===== src/rtl/sr4_pkg.sv =====
// sr4_pkg
// Shared definitions for the SR4 serializer controller.
//   state_t  : controller FSM states (idle, shifting, inter-word gap)
//   GAP_MAX  : largest supported number of forced idle cycles between words
//   GAP_W    : width of the gap counter, sized to hold GAP_MAX
package sr4_pkg;

    typedef enum logic [1:0] {
        ST_IDLE  = 2'd0,
        ST_SHIFT = 2'd1,
        ST_GAP   = 2'd2
    } state_t;

    localparam int GAP_MAX = 15;
    localparam int GAP_W   = 4;

endpackage


===== src/rtl/sr4.sv =====
// sr4
// 4-bit parallel-load / shift-right register.
//   clk : rising-edge clock
//   L   : 1 = load R into Q, 0 = shift right with w entering at Q[3]
//   R   : parallel load value
//   w   : serial input for the shift
//   Q   : register contents (Q[0] is the bit leaving next)
// Q is intentionally not reset; the controller only qualifies Q[0]
// through sout_valid, so its power-up value never escapes.
module sr4 (
    input  logic       clk,
    input  logic       L,
    input  logic [3:0] R,
    input  logic       w,
    output logic [3:0] Q
);

    always_ff @(posedge clk) begin
        if (L) begin
            Q <= R;
        end else begin
            Q <= {w, Q[3:1]};
        end
    end

endmodule


===== src/rtl/sr4_tx_ctrl.sv =====
// sr4_tx_ctrl
// Serializes 4-bit words LSB first through one SR4 instance using a
// valid/ready handshake on both sides.
//   clk        : clock, rising edge
//   resetn     : asynchronous active-low reset
//   din        : parallel word to send
//   din_valid  : din holds a word
//   din_ready  : word on din is accepted this cycle
//   sout       : serial bit (SR4 Q[0])
//   sout_valid : sout holds a valid bit
//   sout_ready : sink takes sout this cycle
//   done       : one-cycle pulse after the last bit of a word transfers
//   busy       : controller is not idle
// Parameters:
//   GAP  : idle cycles forced between words (0..GAP_MAX)
//   FILL : value shifted into the top of the register
module sr4_tx_ctrl
    import sr4_pkg::*;
#(
    parameter int   GAP  = 0,
    parameter logic FILL = 1'b0
) (
    input  logic       clk,
    input  logic       resetn,
    input  logic [3:0] din,
    input  logic       din_valid,
    output logic       din_ready,
    output logic       sout,
    output logic       sout_valid,
    input  logic       sout_ready,
    output logic       done,
    output logic       busy
);

    // Out-of-range GAP values saturate at the largest supported gap.
    localparam int              GAP_EFF  = (GAP > GAP_MAX) ? GAP_MAX : GAP;
    localparam logic [GAP_W-1:0] GAP_LOAD = (GAP_EFF > 0) ? GAP_W'(GAP_EFF - 1) : '0;

    state_t           state;
    state_t           next_state;
    logic [1:0]       cnt;
    logic [1:0]       next_cnt;
    logic [GAP_W-1:0] gap_cnt;
    logic [GAP_W-1:0] next_gap;
    logic             done_q;
    logic             next_done;

    logic             sr_load;
    logic [3:0]       sr_data;
    logic [3:0]       q;
    logic             ready_int;
    logic             valid_int;

    sr4 u_sr4 (
        .clk (clk),
        .L   (sr_load),
        .R   (sr_data),
        .w   (FILL),
        .Q   (q)
    );

    always_ff @(posedge clk or negedge resetn) begin
        if (!resetn) begin
            state   <= ST_IDLE;
            cnt     <= 2'd0;
            gap_cnt <= '0;
            done_q  <= 1'b0;
        end else begin
            state   <= next_state;
            cnt     <= next_cnt;
            gap_cnt <= next_gap;
            done_q  <= next_done;
        end
    end

    // Default is "reload Q with itself", so any cycle that is not an
    // explicit shift or new-word load holds the register (this is how a
    // stalled bit stays on sout).
    always_comb begin
        next_state = state;
        next_cnt   = cnt;
        next_gap   = gap_cnt;
        next_done  = 1'b0;
        sr_load    = 1'b1;
        sr_data    = q;
        ready_int  = 1'b0;
        valid_int  = 1'b0;

        unique case (state)
            ST_IDLE: begin
                ready_int = 1'b1;
                if (din_valid) begin
                    sr_data    = din;
                    next_cnt   = 2'd0;
                    next_state = ST_SHIFT;
                end
            end

            ST_SHIFT: begin
                valid_int = 1'b1;
                if (sout_ready) begin
                    if (cnt != 2'd3) begin
                        sr_load  = 1'b0;
                        next_cnt = cnt + 2'd1;
                    end else begin
                        next_done = 1'b1;
                        if (GAP_EFF == 0) begin
                            // Last bit leaves while the next word loads,
                            // so consecutive words have no bubble.
                            ready_int = 1'b1;
                            if (din_valid) begin
                                sr_data  = din;
                                next_cnt = 2'd0;
                            end else begin
                                next_state = ST_IDLE;
                            end
                        end else begin
                            next_gap   = GAP_LOAD;
                            next_state = ST_GAP;
                        end
                    end
                end
            end

            ST_GAP: begin
                if (gap_cnt == '0) begin
                    next_state = ST_IDLE;
                end else begin
                    next_gap = gap_cnt - 1'b1;
                end
            end

            default: begin
                next_state = ST_IDLE;
            end
        endcase
    end

    // din_ready is gated by resetn so nothing is accepted while reset is held.
    assign din_ready  = resetn & ready_int;
    assign sout_valid = valid_int;
    assign sout       = q[0];
    assign done       = done_q;
    assign busy       = (state != ST_IDLE);

endmodule


===== config.mk =====
export PLATFORM = sky130hd
export DESIGN_NAME = sr4_tx_ctrl
export DESIGN_NICKNAME = d
export VERILOG_FILES = /design/src/rtl/sr4_pkg.sv /design/src/rtl/sr4.sv /design/src/rtl/sr4_tx_ctrl.sv
export SDC_FILE = /design/constraint.sdc
export NUM_CORES = 1
export LEC_CHECK = 0
export ABC_AREA = 1
export CAP_MARGIN = 20
export CORE_MARGIN = 2
export CORE_UTILIZATION = 30
export DETAILED_ROUTE_END_ITERATION = 8
export PLACE_DENSITY_LB_ADDON = 0.15
export SLEW_MARGIN = 20
export SYNTH_ARGS = -nofsm -noshare
export SYNTH_HDL_FRONTEND = slang
export SYNTH_HIERARCHICAL = 1
export SYNTH_SLANG_ARGS = --single-unit

===== constraint.sdc =====
create_clock -name clk -period 1.6 [get_ports clk]
set_clock_uncertainty 0.2 [all_clocks]
set_input_delay 0.32 -clock clk [delete_from_list [all_inputs] [get_ports clk]]
set_output_delay 0.32 -clock clk [all_outputs]
set_load 0.03 [all_outputs]

==> results of run 1 <==
## worst paths after layout
path / end / slack, ns / depth (start not counted)
max: din_ready / -0.10 / 4
min: cnt[0] / 0.15 / 2
max reg2reg: u_sr4/Q[0] / 0.01 / 8
min reg2reg: u_sr4/Q[1] / 0.25 / 2
max in group asynchronous: state[0] / 0.94 / 2
min in group clk: u_sr4/Q[1] / 0.25 / 2
## per-layer routing
layer  vias to the layer above  wire length, um
met4                         0                6
met1                       181              453
met3                         2               49
li1                        239                -
met5                         -                0
met2                        10              418
## cell usage after synthesis, drive strengths merged
cell	n	share of area, %
a21boi	1	1.7
buf	2	3.4
conb	1	0.85
dfrtp	4	23
dfxtp	4	18
ha	2	5.6
inv	6	5.1
nand2	34	32
nand3	7	7.9
nand4	1	1.4
nor2	2	1.7
## timing repair
item                       4_1_cts  5_1_grt
cloned                           0        0
gates resized for setup          7        1
setup buffers                    2        1
setup endpoints to repair        5        5
pin swaps                        1        0
## placed cells by master, fill, tap and decap left out
cell type	netlist	layout
a21boi_2	0	1
buf_4	2	10
nand2_1	31	31
ha_2	0	1
clkdlybuf4s50_1	0	6
dfrtp_1	4	3
conb_1	1	1
nand4_1	1	1
ha_1	2	1
buf_6	0	1
dlygate4sd2_1	0	3
inv_1	4	3
nor2_1	2	2
dfrtp_2	0	1
nand2_4	1	2
inv_2	2	3
nand3_1	7	7
nand2_2	2	1
clkbuf_1	0	1
dfxtp_1	4	4
clkbuf_4	0	3
## metrics by stage
stage / area (sq um) / TNS (ns) / total power, mW / hold slack [ns] / std cells
after global placement: 601 / -0.279 / 0.742 / 0.231 / 94
final: 658 / -0.102 / 0.970 / 0.147 / 101
after floorplan: 447 / 0 / 0.617 / -0.176 / 64
after detailed placement: 601 / -0.329 / 0.749 / 0.237 / 94
after CTS: 651 / -0.129 / 0.965 / 0.141 / 100
after global routing: 658 / -0.632 / 1.06 / 0.144 / 101
## kinds of logic after synthesis
group	after synthesis
AOI/OAI and AO/OA	1
adders and majority gates	2
buffers and inverters	8
DFF	8
other	1
and+or+nand+nor	44
## state kept, by name (all words and copies together) (netlist names)
signal,count
done,1
u_sr4/Q,4
state,1
cnt,2
## cell type report
type | count | area share, %
Tap cell | 15 | 2.85
Inverter | 6 | 3.42
Multi-Input combinational cell | 48 | 35.9
Clock buffer | 4 | 3.99
Timing Repair Buffer | 20 | 26.2
Sequential cell | 8 | 27.6
## worst max-delay path: cells and delay by family, from the launching register on
family,cells,cell delay (ns)
AND/OR/NAND/NOR,1,0.07
flip-flops,1,0.36
buffers and inverters,1,0.14
AO/OA/AOI/OAI,1,0.14
adder cells (fa/ha/maj),1,0.21
## power by group through the flow
stage / clock (mW) / combinational (mW) / sequential, mW
6_report: 0.169 / 0.469 / 0.332
2_1_floorplan: 0 / 0.249 / 0.368
4_1_cts: 0.180 / 0.452 / 0.333
5_1_grt: 0.190 / 0.529 / 0.340
3_3_place_gp: 0 / 0.398 / 0.344
3_5_place_dp: 0 / 0.403 / 0.346
==> metrics.yaml, run 1 <==
timing:
  rsz0062_at_grt: "true"
  timing.final.hold_violations: 0
  final-setup-viol-count: 1
  slew_violations: 0
  fin_crit_ns: 1.70
  fmax_ghz: 0.588
  setup_ws_ns: -0.102
  finalCritPeriodShare_pct: 106
detailed_routing:
  drt_iter0_markers: 5
  drtPass1Iterations: 4
  ant_nets: 0
  drcViolationCount: 0
  via_per_inst: 4.28
  wl_per_cell_um: 9.19
  routed_wl_um: 928
  route.vias.total: 432
setup_path:
  path_cells: "ha_2 -> nand2_4 -> a21boi_2 -> buf_6"
  cp.arrival_ns: 1.18
  slowest_stage: "dfrtp_1"
  r2r_start: "cnt[0]"
  worst_setup_path_start_kind: "flop"
  critPathLaunch: "cnt[0]"
  crit_required_ns: 1.08
  setup.worst_path.class: "reg2out"
  cpPeakStageDelay_ns: 0.36
  end_kind: "primary output"
  cp_max_fo: 3
placement:
  hpwlAfterDp_um: 697
  port-buffer-count: 12
  routabilityCongestion: 0.715
  pre_cts_slack_ns: -0.134
synthesis:
  yosysSeqAreaShare_pct: 40.7
  synth_area_per_cell_sq_um: 6.92
  ys_types: 14
  yosys.area_share.simple_pct: 42.7
  syn_area_sq_um: 443
  syn_nets: 74
  ys_ff_latch: 8
  synthCells: 64
  synth_compound_area_share_pct: 1.69
  synth_top_family_by_area: "simple AND/OR/NAND/NOR gates"
  ys_warn_count: 6
  synth_xor_area_share_pct: 0
  yosys.area_share.adder_pct: 5.65
  muxShareOfSynthArea_pct: 0
cells_and_area:
  multi_input_area_sq_um: 236
  syn2layout_area_growth_pct: 48.6
  fillers: 134
  drive_above_1_share_pct: 26.7
  fin_util_pct: 49.3
  nNetsFinal: 97
  diodes: 0
  regArea_sq_um: 181
clock_network:
  root_buffer: "clkbuf_4"
  cts-htree-levels: 1
  cts_made_buffers: 3
  cts_buffer_depth: 2
  cts_sinks: 8
  cts_tree: "built"
  clkLatencyLatePin_ns: 0.26
  path_clk_slew_ns: 0.06
  cts_hold_buf: 0
floorplanning:
  core-area_sq_um: 1330
  initial_core_util_pct: 33.2
  die_x_um: 42.4
  rows: 13
  die_area_sq_um: 1800
  chipHeight_um: 42.4
  io_pins: 13
global_routing:
  grtUsageTotal_pct: 12.0
  top_usage_layer: "met2"
  grt_pass1_vias: 408
  use_met1_pct: 13.5
  grt_max_degree: 12
  antenna_found_initial: 0
  grt.met2_usage_pct: 18.5
  grt_overflow: 0
  use_met3_pct: 6.47
  grt_pass1_wl_mm: 1.57
outcome:
  violations: "setup timing"
  status: "finished with violations"
power:
  power.density_nw_per_um2: 1470
  p_clk_share_pct: 17.4
  seqPwrFrac_pct: 34.3
  combPwrFrac_pct: 48.3
  p_leak_nw: 0.379
  intPower_mw: 0.590
  switchingPower_mw: 0.379
  max-vdd-ir-drop_v: 0.000566
  p_sw_share_pct: 39.1
run:
  drv_cap: 0
hold_path:
  min_path_type: "in2async"
Note: power is estimated with default switching activity, not from simulation.
==> run 2: changes to the inputs <==
Settings changed: CTS_CLUSTER_DIAMETER set to 30.
Clock period 1.6 ns to 1.55 ns, I/O delays scaled along.
==> run 2 against run 1 <==
Net effect:
- the flow still finishes with violations (setup timing)
- sequential cell count stayed put
- hold slack better by 0.0088 ns
- sequential power is 7.2% higher
- critical path type is now in2out
- via count is 1.6% higher
==> metrics.yaml, run 2 (synthesized netlist as in run 1, its figures left out) <==
outcome:
  status: "finished with violations"
  violations: "setup timing"
setup_path:
  path_delay_family: "buffers and inverters"
  crit_buf_inv: 2
  path_cells: "clkdlybuf4s50_1 -> nand2_4 -> a21boi_2 -> buf_6"
  slowest_stage: "clkdlybuf4s50_1"
  setup.worst_path.class: "in2out"
  cpPeakStageDelay_ns: 0.54
  cp_max_fo: 2
  cp.arrival_ns: 1.20
  crit_required_ns: 1.04
  worst_setup_path_start_kind: "input port"
  end_kind: "primary output"
clock_network:
  cts_buffer_depth: 2
  cts_made_buffers: 3
  clkLatencyLatePin_ns: 0.26
  cts_sinks: 8
  cts-htree-levels: 1
  root_buffer: "clkbuf_4"
  cts_tree: "built"
  path_clk_slew_ns: 0.06
timing:
  timing.final.hold_violations: 0
  rsz0062_at_grt: "true"
  final-setup-viol-count: 5
  fin_crit_ns: 1.71
  setup_ws_ns: -0.165
  finalCritPeriodShare_pct: 111
  fmax_ghz: 0.583
  fin_tns_setup_ns: -0.225
  slew_violations: 0
cells_and_area:
  drive_above_1_share_pct: 30.2
  largest_register_ffs: 4
  regArea_sq_um: 181
  diodes: 0
  multi_input_area_sq_um: 263
  final_common_cell: "nand2_1"
  final_cell_area_sq_um: 689
  syn2layout_area_growth_pct: 55.6
  largest-register: "u_sr4/Q"
  largestRegisters: "u_sr4/Q: 4 flops, cnt: 2 flops"
  nNetsFinal: 97
  fin_util_pct: 51.7
  final_cell_mix: "28 x nand2_1, 9 x buf_4, 7 x clkdlybuf4s50_1, 6 x nand3_1"
  fillers: 144
detailed_routing:
  ant_nets: 0
  via_per_inst: 4.35
  drcViolationCount: 0
  wl_per_cell_um: 9.76
  drt_iter0_markers: 6
  drtPass1Iterations: 2
  routed_wl_um: 986
  route.vias.total: 439
run:
  drv_cap: 0
floorplanning:
  chipHeight_um: 42.4
  io_pins: 13
  rows: 13
  die_x_um: 42.4
  initial_core_util_pct: 33.2
  die_area_sq_um: 1800
  core-area_sq_um: 1330
global_routing:
  grt_overflow: 0
  grt_max_degree: 12
  grt_pass1_vias: 402
  grt_pass1_wl_mm: 1.61
  grtUsageTotal_pct: 11.8
  antenna_found_initial: 0
power:
  max-vdd-ir-drop_v: 0.000638
  power_mw: 1.03
  power.density_nw_per_um2: 1500
  p_leak_nw: 0.391
hold_path:
  min_path_type: "in2async"
placement:
  port-buffer-count: 12
  routabilityCongestion: 0.701
  dpl_cell_area_sq_um: 593
  hpwlAfterDp_um: 686
[run 2: stage by stage]
stage,hold WS (ns),instances,setup WS (ns)
final,0.156,101,-0.165
after global routing,0.161,101,-0.258
after CTS,0.147,98,-0.194
after detailed placement,0.240,93,-0.159
after global placement,0.230,93,-0.154
after floorplan,-0.186,64,0.0146
[run 2: worst register-to-register path, stage by stage, from the launching register on]
cell and delay [ns]:
dfrtp_1 0.38, ha_2 0.22, nand2_4 0.06, buf_4 0.13, buf_6 0.12, nand2_8 0.07, nand2_4 0.07, nand2_2 0.07
nand2_1 0.04, nand2_1 0.06, nand2_1 0.05
[run 2: cell type report]
class,count,share of cell area [%]
Multi-Input combinational cell,48,38.1
Timing Repair Buffer,20,25.8
Clock buffer,4,3.81
Inverter,6,3.27
Tap cell,15,2.72
Sequential cell,8,26.3
[run 2: final timing paths]
kind | from | endpoint | slack (ns) | depth (start not counted)
setup / recovery | sout_ready | din_ready | -0.16 | 4
hold / removal | resetn | cnt[0] | 0.16 | 2
setup reg to reg | cnt[1] | u_sr4/Q[3] | -0.02 | 10
hold reg to reg | u_sr4/Q[2] | u_sr4/Q[1] | 0.26 | 2
max in group asynchronous | resetn | state[0] | 0.88 | 2
min in group clk | u_sr4/Q[2] | u_sr4/Q[1] | 0.26 | 2
[run 2: metal layers]
layer	global-route usage, %	part of all wire [%]
met3	5.17	4.4
met1	14.3	47
met4	3.75	0
met5	0	0
met2	18.8	48
[run 2: power by group]
| part | switching (mW) | internal, mW | total (mW) | leakage, nW |
|---|---|---|---|---|
| Clock | 0.0796 | 0.0990 | 0.179 | 0.0150 |
| Sequential | 0.0644 | 0.292 | 0.356 | 0.0805 |
| Combinational | 0.270 | 0.228 | 0.498 | 0.296 |
[run 2: repair_timing]
item | CTS | global route
setup endpoints to repair | 5 | 5
hold buffers | 0 | 0
buffers inserted | 1 | 4
gates resized for setup | 3 | 10
pin swaps | 0 | 4
